### config.mk
export PLATFORM = sky130hd
export DESIGN_NAME = cache_mem_arbiter
export DESIGN_NICKNAME = d
export VERILOG_FILES = /design/src/rtl/cache_mem_arbiter.sv
export SDC_FILE = /design/constraint.sdc
export NUM_CORES = 1
export LEC_CHECK = 0
export ABC_AREA = 1
export ABC_CLOCK_PERIOD_IN_PS = 3350
export CORE_AREA = 2 2 186 188
export CTS_CLUSTER_SIZE = 20
export DETAILED_ROUTE_END_ITERATION = 16
export DIE_AREA = 0 0 188 190
export PLACE_DENSITY = 0.67
export REMOVE_ABC_BUFFERS = 1
export SKIP_LAST_GASP = 1
export SLEW_MARGIN = 20
export SYNTH_ARGS = -nofsm -noshare
export SYNTH_HDL_FRONTEND = slang
export SYNTH_SLANG_ARGS = --single-unit
export TNS_END_PERCENT = 20
### constraint.sdc
create_clock -name clk -period 3.35 [get_ports clk]
set_input_delay 0.67 -clock clk [delete_from_list [all_inputs] [get_ports clk]]
set_output_delay 0.67 -clock clk [all_outputs]
set_load 0.02 [all_outputs]
### src/rtl/cache_mem_arbiter.sv
`default_nettype none
// ============================================================================
//  Module   : cache_mem_arbiter
//  Purpose  : Shares one AXI-style memory port between the icache (reads) and
//             the dcache (reads and write-backs). Reads and the single-entry
//             write buffer run as two independent FSMs. A read to a line that
//             is held in the write buffer is stalled until the write completes.
//  Options  : CACHE_ARB_RR_EN - round-robin between icache and dcache on a
//             simultaneous read request (default: fixed dcache priority).
//  Revision : 1.0 - initial release
// ============================================================================
module cache_mem_arbiter #(
    parameter int ADDR_WIDTH    = 32,
    parameter int LINE_OFF_BITS = 4
) (
    input  logic                  clk,
    input  logic                  reset,
    // icache miss interface
    input  logic                  ic_rd_req,
    input  logic [2:0]            ic_rd_type,
    input  logic [ADDR_WIDTH-1:0] ic_rd_addr,
    output logic                  ic_rd_rdy,
    output logic                  ic_ret_valid,
    output logic                  ic_ret_last,
    output logic [31:0]           ic_ret_data,
    // dcache miss interface
    input  logic                  dc_rd_req,
    input  logic [2:0]            dc_rd_type,
    input  logic [ADDR_WIDTH-1:0] dc_rd_addr,
    output logic                  dc_rd_rdy,
    output logic                  dc_ret_valid,
    output logic                  dc_ret_last,
    output logic [31:0]           dc_ret_data,
    input  logic                  dc_wr_req,
    input  logic [2:0]            dc_wr_type,
    input  logic [ADDR_WIDTH-1:0] dc_wr_addr,
    input  logic [3:0]            dc_wr_wstrb,
    input  logic [127:0]          dc_wr_data,
    output logic                  dc_wr_rdy,
    // memory read address / data
    output logic                  mem_ar_valid,
    input  logic                  mem_ar_ready,
    output logic [ADDR_WIDTH-1:0] mem_ar_addr,
    output logic [7:0]            mem_ar_len,
    output logic [2:0]            mem_ar_size,
    input  logic                  mem_r_valid,
    output logic                  mem_r_ready,
    input  logic [31:0]           mem_r_data,
    input  logic                  mem_r_last,
    // memory write address / data / response
    output logic                  mem_aw_valid,
    input  logic                  mem_aw_ready,
    output logic [ADDR_WIDTH-1:0] mem_aw_addr,
    output logic [7:0]            mem_aw_len,
    output logic [2:0]            mem_aw_size,
    output logic                  mem_w_valid,
    input  logic                  mem_w_ready,
    output logic [31:0]           mem_w_data,
    output logic [3:0]            mem_w_strb,
    output logic                  mem_w_last,
    input  logic                  mem_b_valid,
    output logic                  mem_b_ready
);

    localparam logic [2:0] c_TYPE_LINE = 3'b100;

    typedef enum logic [1:0] {
        R_IDLE = 2'd0,
        R_AR   = 2'd1,
        R_DATA = 2'd2
    } rd_state_t;

    typedef enum logic [1:0] {
        W_IDLE = 2'd0,
        W_AW   = 2'd1,
        W_DATA = 2'd2,
        W_RESP = 2'd3
    } wr_state_t;

    // Read side state
    rd_state_t             rd_state_q, rd_state_d;
    logic [ADDR_WIDTH-1:0] rd_addr_q, rd_addr_d;
    logic [2:0]            rd_type_q, rd_type_d;
    logic                  rd_owner_dc_q, rd_owner_dc_d;

    // Write buffer state
    wr_state_t             wr_state_q, wr_state_d;
    logic                  wb_valid_q, wb_valid_d;
    logic [ADDR_WIDTH-1:0] wb_addr_q, wb_addr_d;
    logic [2:0]            wb_type_q, wb_type_d;
    logic [3:0]            wb_strb_q, wb_strb_d;
    logic [127:0]          wb_data_q, wb_data_d;
    logic [1:0]            beat_cnt_q, beat_cnt_d;

`ifdef CACHE_ARB_RR_EN
    // High when the dcache received the most recent read grant
    logic                  last_grant_q, last_grant_d;
`endif

    logic w_wr_accept;
    logic w_ic_haz, w_dc_haz;
    logic w_ic_elig, w_dc_elig;
    logic w_grant_ic, w_grant_dc;
    logic w_rd_line, w_wb_line;
    logic w_w_last;

    function automatic logic same_line(input logic [ADDR_WIDTH-1:0] a,
                                       input logic [ADDR_WIDTH-1:0] b);
        return a[ADDR_WIDTH-1:LINE_OFF_BITS] == b[ADDR_WIDTH-1:LINE_OFF_BITS];
    endfunction

    // Hazard detection against the buffered (or just-accepted) write line, then arbitration
    always_comb begin
        w_wr_accept = dc_wr_req && (wr_state_q == W_IDLE);
        w_ic_haz    = (wb_valid_q && same_line(wb_addr_q, ic_rd_addr)) ||
                      (w_wr_accept && same_line(dc_wr_addr, ic_rd_addr));
        w_dc_haz    = (wb_valid_q && same_line(wb_addr_q, dc_rd_addr)) ||
                      (w_wr_accept && same_line(dc_wr_addr, dc_rd_addr));
        w_ic_elig   = (rd_state_q == R_IDLE) && ic_rd_req && !w_ic_haz;
        w_dc_elig   = (rd_state_q == R_IDLE) && dc_rd_req && !w_dc_haz;
`ifdef CACHE_ARB_RR_EN
        w_grant_dc  = w_dc_elig && (!w_ic_elig || !last_grant_q);
`else
        w_grant_dc  = w_dc_elig;
`endif
        w_grant_ic  = w_ic_elig && !w_grant_dc;
        w_rd_line   = (rd_type_q == c_TYPE_LINE);
        w_wb_line   = (wb_type_q == c_TYPE_LINE);
        w_w_last    = (beat_cnt_q == (w_wb_line ? 2'd3 : 2'd0));
    end

    // Read FSM next state: accept in idle, address phase, data phase until last beat
    always_comb begin
        rd_state_d    = rd_state_q;
        rd_addr_d     = rd_addr_q;
        rd_type_d     = rd_type_q;
        rd_owner_dc_d = rd_owner_dc_q;
`ifdef CACHE_ARB_RR_EN
        last_grant_d  = last_grant_q;
`endif
        case (rd_state_q)
            R_IDLE: begin
                if (w_grant_dc) begin
                    rd_state_d    = R_AR;
                    rd_addr_d     = dc_rd_addr;
                    rd_type_d     = dc_rd_type;
                    rd_owner_dc_d = 1'b1;
`ifdef CACHE_ARB_RR_EN
                    last_grant_d  = 1'b1;
`endif
                end else if (w_grant_ic) begin
                    rd_state_d    = R_AR;
                    rd_addr_d     = ic_rd_addr;
                    rd_type_d     = ic_rd_type;
                    rd_owner_dc_d = 1'b0;
`ifdef CACHE_ARB_RR_EN
                    last_grant_d  = 1'b0;
`endif
                end
            end
            R_AR: begin
                if (mem_ar_ready) rd_state_d = R_DATA;
            end
            R_DATA: begin
                if (mem_r_valid && mem_r_last) rd_state_d = R_IDLE;
            end
            default: rd_state_d = R_IDLE;
        endcase
    end

    // Write FSM next state: buffer the request, then AW, W beats, and B response
    always_comb begin
        wr_state_d = wr_state_q;
        wb_valid_d = wb_valid_q;
        wb_addr_d  = wb_addr_q;
        wb_type_d  = wb_type_q;
        wb_strb_d  = wb_strb_q;
        wb_data_d  = wb_data_q;
        beat_cnt_d = beat_cnt_q;
        case (wr_state_q)
            W_IDLE: begin
                if (dc_wr_req) begin
                    wr_state_d = W_AW;
                    wb_valid_d = 1'b1;
                    wb_addr_d  = dc_wr_addr;
                    wb_type_d  = dc_wr_type;
                    wb_strb_d  = dc_wr_wstrb;
                    wb_data_d  = dc_wr_data;
                end
            end
            W_AW: begin
                if (mem_aw_ready) begin
                    wr_state_d = W_DATA;
                    beat_cnt_d = 2'd0;
                end
            end
            W_DATA: begin
                if (mem_w_ready) begin
                    if (w_w_last) wr_state_d = W_RESP;
                    else          beat_cnt_d = beat_cnt_q + 2'd1;
                end
            end
            W_RESP: begin
                if (mem_b_valid) begin
                    wr_state_d = W_IDLE;
                    wb_valid_d = 1'b0;
                end
            end
            default: wr_state_d = W_IDLE;
        endcase
    end

    // State registers with synchronous reset
    always_ff @(posedge clk) begin
        if (reset) begin
            rd_state_q    <= R_IDLE;
            rd_addr_q     <= '0;
            rd_type_q     <= '0;
            rd_owner_dc_q <= 1'b0;
            wr_state_q    <= W_IDLE;
            wb_valid_q    <= 1'b0;
            wb_addr_q     <= '0;
            wb_type_q     <= '0;
            wb_strb_q     <= '0;
            wb_data_q     <= '0;
            beat_cnt_q    <= '0;
`ifdef CACHE_ARB_RR_EN
            last_grant_q  <= 1'b0;
`endif
        end else begin
            rd_state_q    <= rd_state_d;
            rd_addr_q     <= rd_addr_d;
            rd_type_q     <= rd_type_d;
            rd_owner_dc_q <= rd_owner_dc_d;
            wr_state_q    <= wr_state_d;
            wb_valid_q    <= wb_valid_d;
            wb_addr_q     <= wb_addr_d;
            wb_type_q     <= wb_type_d;
            wb_strb_q     <= wb_strb_d;
            wb_data_q     <= wb_data_d;
            beat_cnt_q    <= beat_cnt_d;
`ifdef CACHE_ARB_RR_EN
            last_grant_q  <= last_grant_d;
`endif
        end
    end

    // Output decode from state; every output is held low while reset is high
    always_comb begin
        ic_rd_rdy    = 1'b0;
        ic_ret_valid = 1'b0;
        ic_ret_last  = 1'b0;
        ic_ret_data  = '0;
        dc_rd_rdy    = 1'b0;
        dc_ret_valid = 1'b0;
        dc_ret_last  = 1'b0;
        dc_ret_data  = '0;
        dc_wr_rdy    = 1'b0;
        mem_ar_valid = 1'b0;
        mem_ar_addr  = '0;
        mem_ar_len   = '0;
        mem_ar_size  = '0;
        mem_r_ready  = 1'b0;
        mem_aw_valid = 1'b0;
        mem_aw_addr  = '0;
        mem_aw_len   = '0;
        mem_aw_size  = '0;
        mem_w_valid  = 1'b0;
        mem_w_data   = '0;
        mem_w_strb   = '0;
        mem_w_last   = 1'b0;
        mem_b_ready  = 1'b0;
        if (!reset) begin
            ic_rd_rdy = w_grant_ic;
            dc_rd_rdy = w_grant_dc;
            dc_wr_rdy = (wr_state_q == W_IDLE);
            if (rd_state_q == R_AR) begin
                mem_ar_valid = 1'b1;
                mem_ar_addr  = rd_addr_q;
                mem_ar_len   = w_rd_line ? 8'd3 : 8'd0;
                mem_ar_size  = w_rd_line ? 3'd2 : {1'b0, rd_type_q[1:0]};
            end
            if (rd_state_q == R_DATA) begin
                mem_r_ready = 1'b1;
                if (rd_owner_dc_q) begin
                    dc_ret_valid = mem_r_valid;
                    dc_ret_last  = mem_r_last;
                    dc_ret_data  = mem_r_data;
                end else begin
                    ic_ret_valid = mem_r_valid;
                    ic_ret_last  = mem_r_last;
                    ic_ret_data  = mem_r_data;
                end
            end
            if (wr_state_q == W_AW) begin
                mem_aw_valid = 1'b1;
                mem_aw_addr  = wb_addr_q;
                mem_aw_len   = w_wb_line ? 8'd3 : 8'd0;
                mem_aw_size  = w_wb_line ? 3'd2 : {1'b0, wb_type_q[1:0]};
            end
            if (wr_state_q == W_DATA) begin
                mem_w_valid = 1'b1;
                mem_w_data  = wb_data_q[{beat_cnt_q, 5'd0} +: 32];
                mem_w_strb  = w_wb_line ? 4'hF : wb_strb_q;
                mem_w_last  = w_w_last;
            end
            if (wr_state_q == W_RESP) begin
                mem_b_ready = 1'b1;
            end
        end
    end

endmodule
`default_nettype wire

-- Word level (Yosys, flattened, before mapping)
Cells that the tools add are included.
- equal/unequal tests: 21
- shift-type cells: 1
- $add $sub $neg: 1
- muxes and demuxes: 79
- reductions and logical operators: 27
- operator list (operator ; count):
    32-bit 2-to-1 mux ; 14
    128-bit by 8-bit variable part select with 32-bit output ; 1
    28-bit equality test ; 4
    2-bit 2-to-1 mux ; 25
    1-bit 2-to-1 mux ; 31
    2-bit inequality test (second input constant) ; 8
    4-bit 2-to-1 mux ; 3
    1-bit logical AND ; 11
    2-bit one-hot mux with 4 select lines ; 1
    2-bit equality test (second input constant) ; 3
    3-bit equality test (second input constant) ; 2
    3-bit 2-to-1 mux ; 2
    2-bit one-hot mux with 3 select lines ; 1
    3-bit AND reduction ; 2
    2-bit nonzero test ; 3
    5-bit AND reduction ; 1
    2-bit by 1-bit equality test with 1-bit output (second input constant) ; 2
    2-bit logical NOT ; 2
    2-bit one-hot mux with 2 select lines ; 1
    2-bit AND reduction ; 2
    4-bit AND reduction ; 1
    1-bit logical NOT ; 3
    3-bit inequality test (second input constant) ; 1
    2-bit by 1-bit adder with 2-bit output (second input constant) ; 1
    3 further kinds ; 4
- bits in registers: 210
- input port bits: 280
- word-level logic and storage cells: 140
- output and inout bits: 199

-- Logic depth before layout (Yosys ltp)
- depth in word-level cells: 11
- mapped depth: 16
- mapped depth without buffers: 14

-- Least setup slack after synthesis
Ideal clock, no wire load.
- path type: input port to output port
- start: in reset
- end: out mem_aw_len[1]
- required time: 2.680 ns
- path buffers: 2
- cell stages on the path: 5
- arrival: 2.075 ns
- slack: 0.605 ns
- cells stage by stage: clkbuf_1 > nor2_1 > clkinv_1 > nor2_1 > buf_4
- longest elaborated chain between the ends: 1
- ends and longest elaborated chain (what ; RTL line ; RTL):
    from (decl) ; 17 ; input logic reset,
    2-bit 2-to-1 mux ; 273 ; if (!reset) begin
    to (decl) ; 54 ; output logic [7:0] mem_aw_len,
Every way passes these cells.

-- Worst setup path after layout
- start: reg wr_state_q[0]
- end: out mem_w_data[11]
- longest elaborated chain between the ends: 3
- ends and longest elaborated chain (what ; RTL line ; RTL):
    from (decl) ; 87 ; wr_state_t wr_state_q, wr_state_d;
    from (signal assigned) ; 235 ; wr_state_q <= wr_state_d;
    2-bit equality test ; 301 ; if (wr_state_q == W_DATA) begin
    32-bit 2-to-1 mux ; 301 ;
    32-bit 2-to-1 mux ; 273 ;
    to (decl) ; 58 ; output logic [31:0] mem_w_data,
Every way passes these cells.

==> results.sh <==
export IMPL_critPathLaunchType="register"
export IMPL_synth_top_area_share=0.3531
export IMPL_avgSynthCellArea_um2=5.990
export IMPL_netlist_area_mm2=0.01191
export IMPL_dieArea_mm2=0.03572
export IMPL_critPathMaxStageDelay_ns=0.63
export IMPL_grt_pass1_vias=13590
export IMPL_path_buf_inv=5
export IMPL_grt_usage=0.2565
export IMPL_finalSetupViolations=0
export IMPL_core_area_mm2=0.03395
export IMPL_critPathCaptureType="output pin"
export IMPL_multiInputGateArea_mm2=0.006426
export IMPL_crit_type="reg -> out"
export IMPL_seq_area_frac_synth=0.3531
export IMPL_crit_path_top_delay_cell="clkdlybuf4s50_1"
export IMPL_synthToLayoutAreaGrowth_pct=52.55
export IMPL_worstHoldPathType="reg -> reg"
export IMPL_ys_seq_elements=210
export IMPL_io_buffer_count=464
export IMPL_min_path_cells=2
export IMPL_report_final_slew_viol_count=0
export IMPL_wl_um=47850
export IMPL_dp_hpwl_um=34010
export IMPL_path_common_cell="inv_1"
export IMPL_fmax_mhz=299.3
export IMPL_drive_gt1_frac=0.05832
export IMPL_yosys_warnings=0
export IMPL_slew_limit_headroom=0.3361
export IMPL_yosysMostFrequentCell="nor2_1"
export IMPL_p_leak_nw=8.169
export IMPL_fillCellCount=3354
export IMPL_fp_row_count=68
export IMPL_setup_ws_ns=0.008385
export IMPL_fin_area_mm2=0.01816
export IMPL_grt_antenna_before_repair=7
export IMPL_fin_skew_ns=0.009849
export IMPL_drc=0
export IMPL_ys_flop_type="dfxtp_1"
export IMPL_drt_iter0_markers=1050
export IMPL_timing_rr_end="wb_addr_q[3]"
export IMPL_die_h_um=190
export IMPL_gp_congestion=0.9325
export IMPL_die_w_um=188
export IMPL_detail_route_first_pass_iterations=5
export IMPL_post_cts_buffers=0
export IMPL_period_share=0.9975
export IMPL_maxCapViolCount=0
export IMPL_cp_required_ns=2.68
export IMPL_seqCellArea_mm2=0.004205
export IMPL_post_dp_cell_area_mm2=0.01726
export IMPL_cts_clk_slew_worst_paths_ns=0.06
export IMPL_start_util=0.3508
export IMPL_fin_crit_ns=3.342
export IMPL_timing_rr_start="wr_state_q[0]"
export IMPL_h_tree_depth=1
export IMPL_path_cells="inv_1, ha_1, inv_1, nor2_1, inv_2, buf_12, a21oi_1, clkdlybuf4s50_1"
export IMPL_drt_vias_per_instance=4.858
export IMPL_rsz0062_at_grt="true"
export IMPL_cts_tree="done"
export IMPL_ys_async_sr_fraction=0
export IMPL_critical_path_max_fanout=10
export IMPL_r2r_slack_ns=0.49
export IMPL_synth_cell_types=28
export IMPL_hp_start="wb_strb_q[3]"
export IMPL_ios=479
export IMPL_yosys_top_cells_area="dfxtp_1 35%, nor2_1 21%, o21ai_0 11%, nand2_1 9.5%, inv_1 5.7%"
export IMPL_worst_pin_slew_ns=0.9959
export IMPL_clockBufferDepth=3
export IMPL_antenna_left=0
export IMPL_power_density_mw_per_mm2=582.6
export IMPL_grt_pass1_wl_um=73390
export IMPL_vias=14160
export IMPL_grt_ovfl_total=0
export IMPL_wl_per_cell_um=16.42
export IMPL_syn_inst=1988
export IMPL_cts_root_buf="clkbuf_16"
export IMPL_worst_skew_pair_late_latency_ns=0.54
export IMPL_worstRegToRegCells=7
export IMPL_hold_viol_final=0
export IMPL_cp_top_family="buffers and inverters"
export IMPL_yosys_top_cells_count="662 x nor2_1, 300 x nand2_1, 253 x o21ai_0"
export IMPL_place_ws_ns=-0.2313
export IMPL_postLayoutCoreUtil=0.5351
export IMPL_status="complete, no violations"
export IMPL_crit_arrival_ns=2.67
export IMPL_fin_nets=2720
export IMPL_numCtsBuffers=25
export IMPL_irDropWorstVdd_uv=499.2
export IMPL_synth_edf_count=0
export IMPL_grt_max_degree=208
export IMPL_cts_sinks=210
export IMPL_min_to="wb_strb_q[3]"
export IMPL_yosys_area_top_type="dfxtp_1"
[report_power, final]
group | internal [W] | switching [W]
clock network | 0.00173 | 0.00116
logic | 0.00162 | 0.00262
registers | 0.00313 | 0.000328
total | 0.00648 | 0.00411
[cell type report]
| cell class | instances | share of cell area |
|---|---|---|
| clock buffer | 32 | 0.03919 |
| timing repair buffer | 542 | 0.2956 |
| antenna | 7 | 0.0009643 |
| multi-input combinational | 1467 | 0.3538 |
| tap | 455 | 0.03134 |
| sequential | 210 | 0.2315 |
| inverter | 189 | 0.03940 |
| clock inverter | 12 | 0.008266 |
[how the worst max path moves through the flow]
stage                     depth (start not counted)           from        endpoint  slack [ns]
after floorplan                                   9      dc_wr_req       dc_rd_rdy       -2.82
after global placement                            7          reset  mem_aw_addr[9]       -0.26
after detailed placement                         12      dc_wr_req       ic_rd_rdy       -0.23
after CTS                                         7          reset  mem_w_data[22]       -0.16
after global routing                              8  wr_state_q[0]      mem_w_last       -0.17
final                                             8  wr_state_q[0]  mem_w_data[11]       0.008
[worst min-delay path, delay by kind of cell (launching register included)]
| kind | cells | cell delay, ns |
|---|---|---|
| flops | 1 | 0.30 |
| compound gates | 1 | 0.06 |
| buf+inv | 1 | 0.06 |
[sequential cells by signal (all words and copies together), names as in the netlist]
| register | flops |
|---|---|
| rd_owner_dc_q | 1 |
| wb_strb_q | 4 |
| wb_data_q | 128 |
| wr_state_q | 2 |
| beat_cnt_q | 2 |
| wb_addr_q | 32 |
| wb_valid_q | 1 |
| wb_type_q | 3 |
| rd_state_q | 2 |
| rd_type_q | 3 |
| rd_addr_q | 32 |
[repair_timing]
item                                    4_1_cts  5_1_grt
endpoints found under the setup margin      115      140
endpoints found under the hold margin         0        0
hold buffers                                  0        0
cloned                                        0        0
gates resized for setup                      23       20
[logic make-up after synthesis]
group | after synthesis | synth area share
AOI/OAI and AO/OA | 340 | 0.1442
xor gates and xnor gates | 41 | 0.03016
adders and majority gates | 5 | 0.005254
buffers and inverters | 324 | 0.1133
DFF | 210 | 0.3531
other | 1 | 0.0003149
and+or+nand+nor | 1067 | 0.3538
[cells in the final DEF, fill, tap and decap left out, drive strengths merged]
cell type      Yosys  final
a211oi             2      2
a21oi             77     77
buf               41     81
bufinv             0      3
clkbuf            94     33
clkdlybuf4s50      0    426
clkinv             3     11
conb               1     14
dfxtp            210    210
diode              0      7
dlygate4sd2        0     19
dlymetal6s2s       0     15
ha                 5      5
inv              186    187
nand2            303    303
nand3             49     49
nand3b             1      1
nand4             47     47
nor2             662    662
nor3               4      4
o211ai             2      2
o21ai            255    255
o22ai              4      4
or2                1      1
xnor2             29     29
xor2              12     12
[metal layers]
layer / share of wire / track usage
met1: 0.41 / 0.3134
met2: 0.48 / 0.4431
met3: 0.065 / 0.03523
met4: 0.045 / 0.1272
met5: 0 / 0
[stage by stage]
step / setup TNS [ns] / cells / power [W] / hold WS, ns
final: 0 / 2914 / 0.01058 / 0.4597
after floorplan: -147.10 / 1866 / 0.006008 / 0.4318
after detailed placement: -9.992 / 2863 / 0.007743 / 0.4497
after global placement: -13.29 / 2863 / 0.007651 / 0.4399
after CTS: -5.025 / 2907 / 0.01066 / 0.4580
after global routing: -2.747 / 2914 / 0.01137 / 0.4842
(Power assumes the default switching activity.)
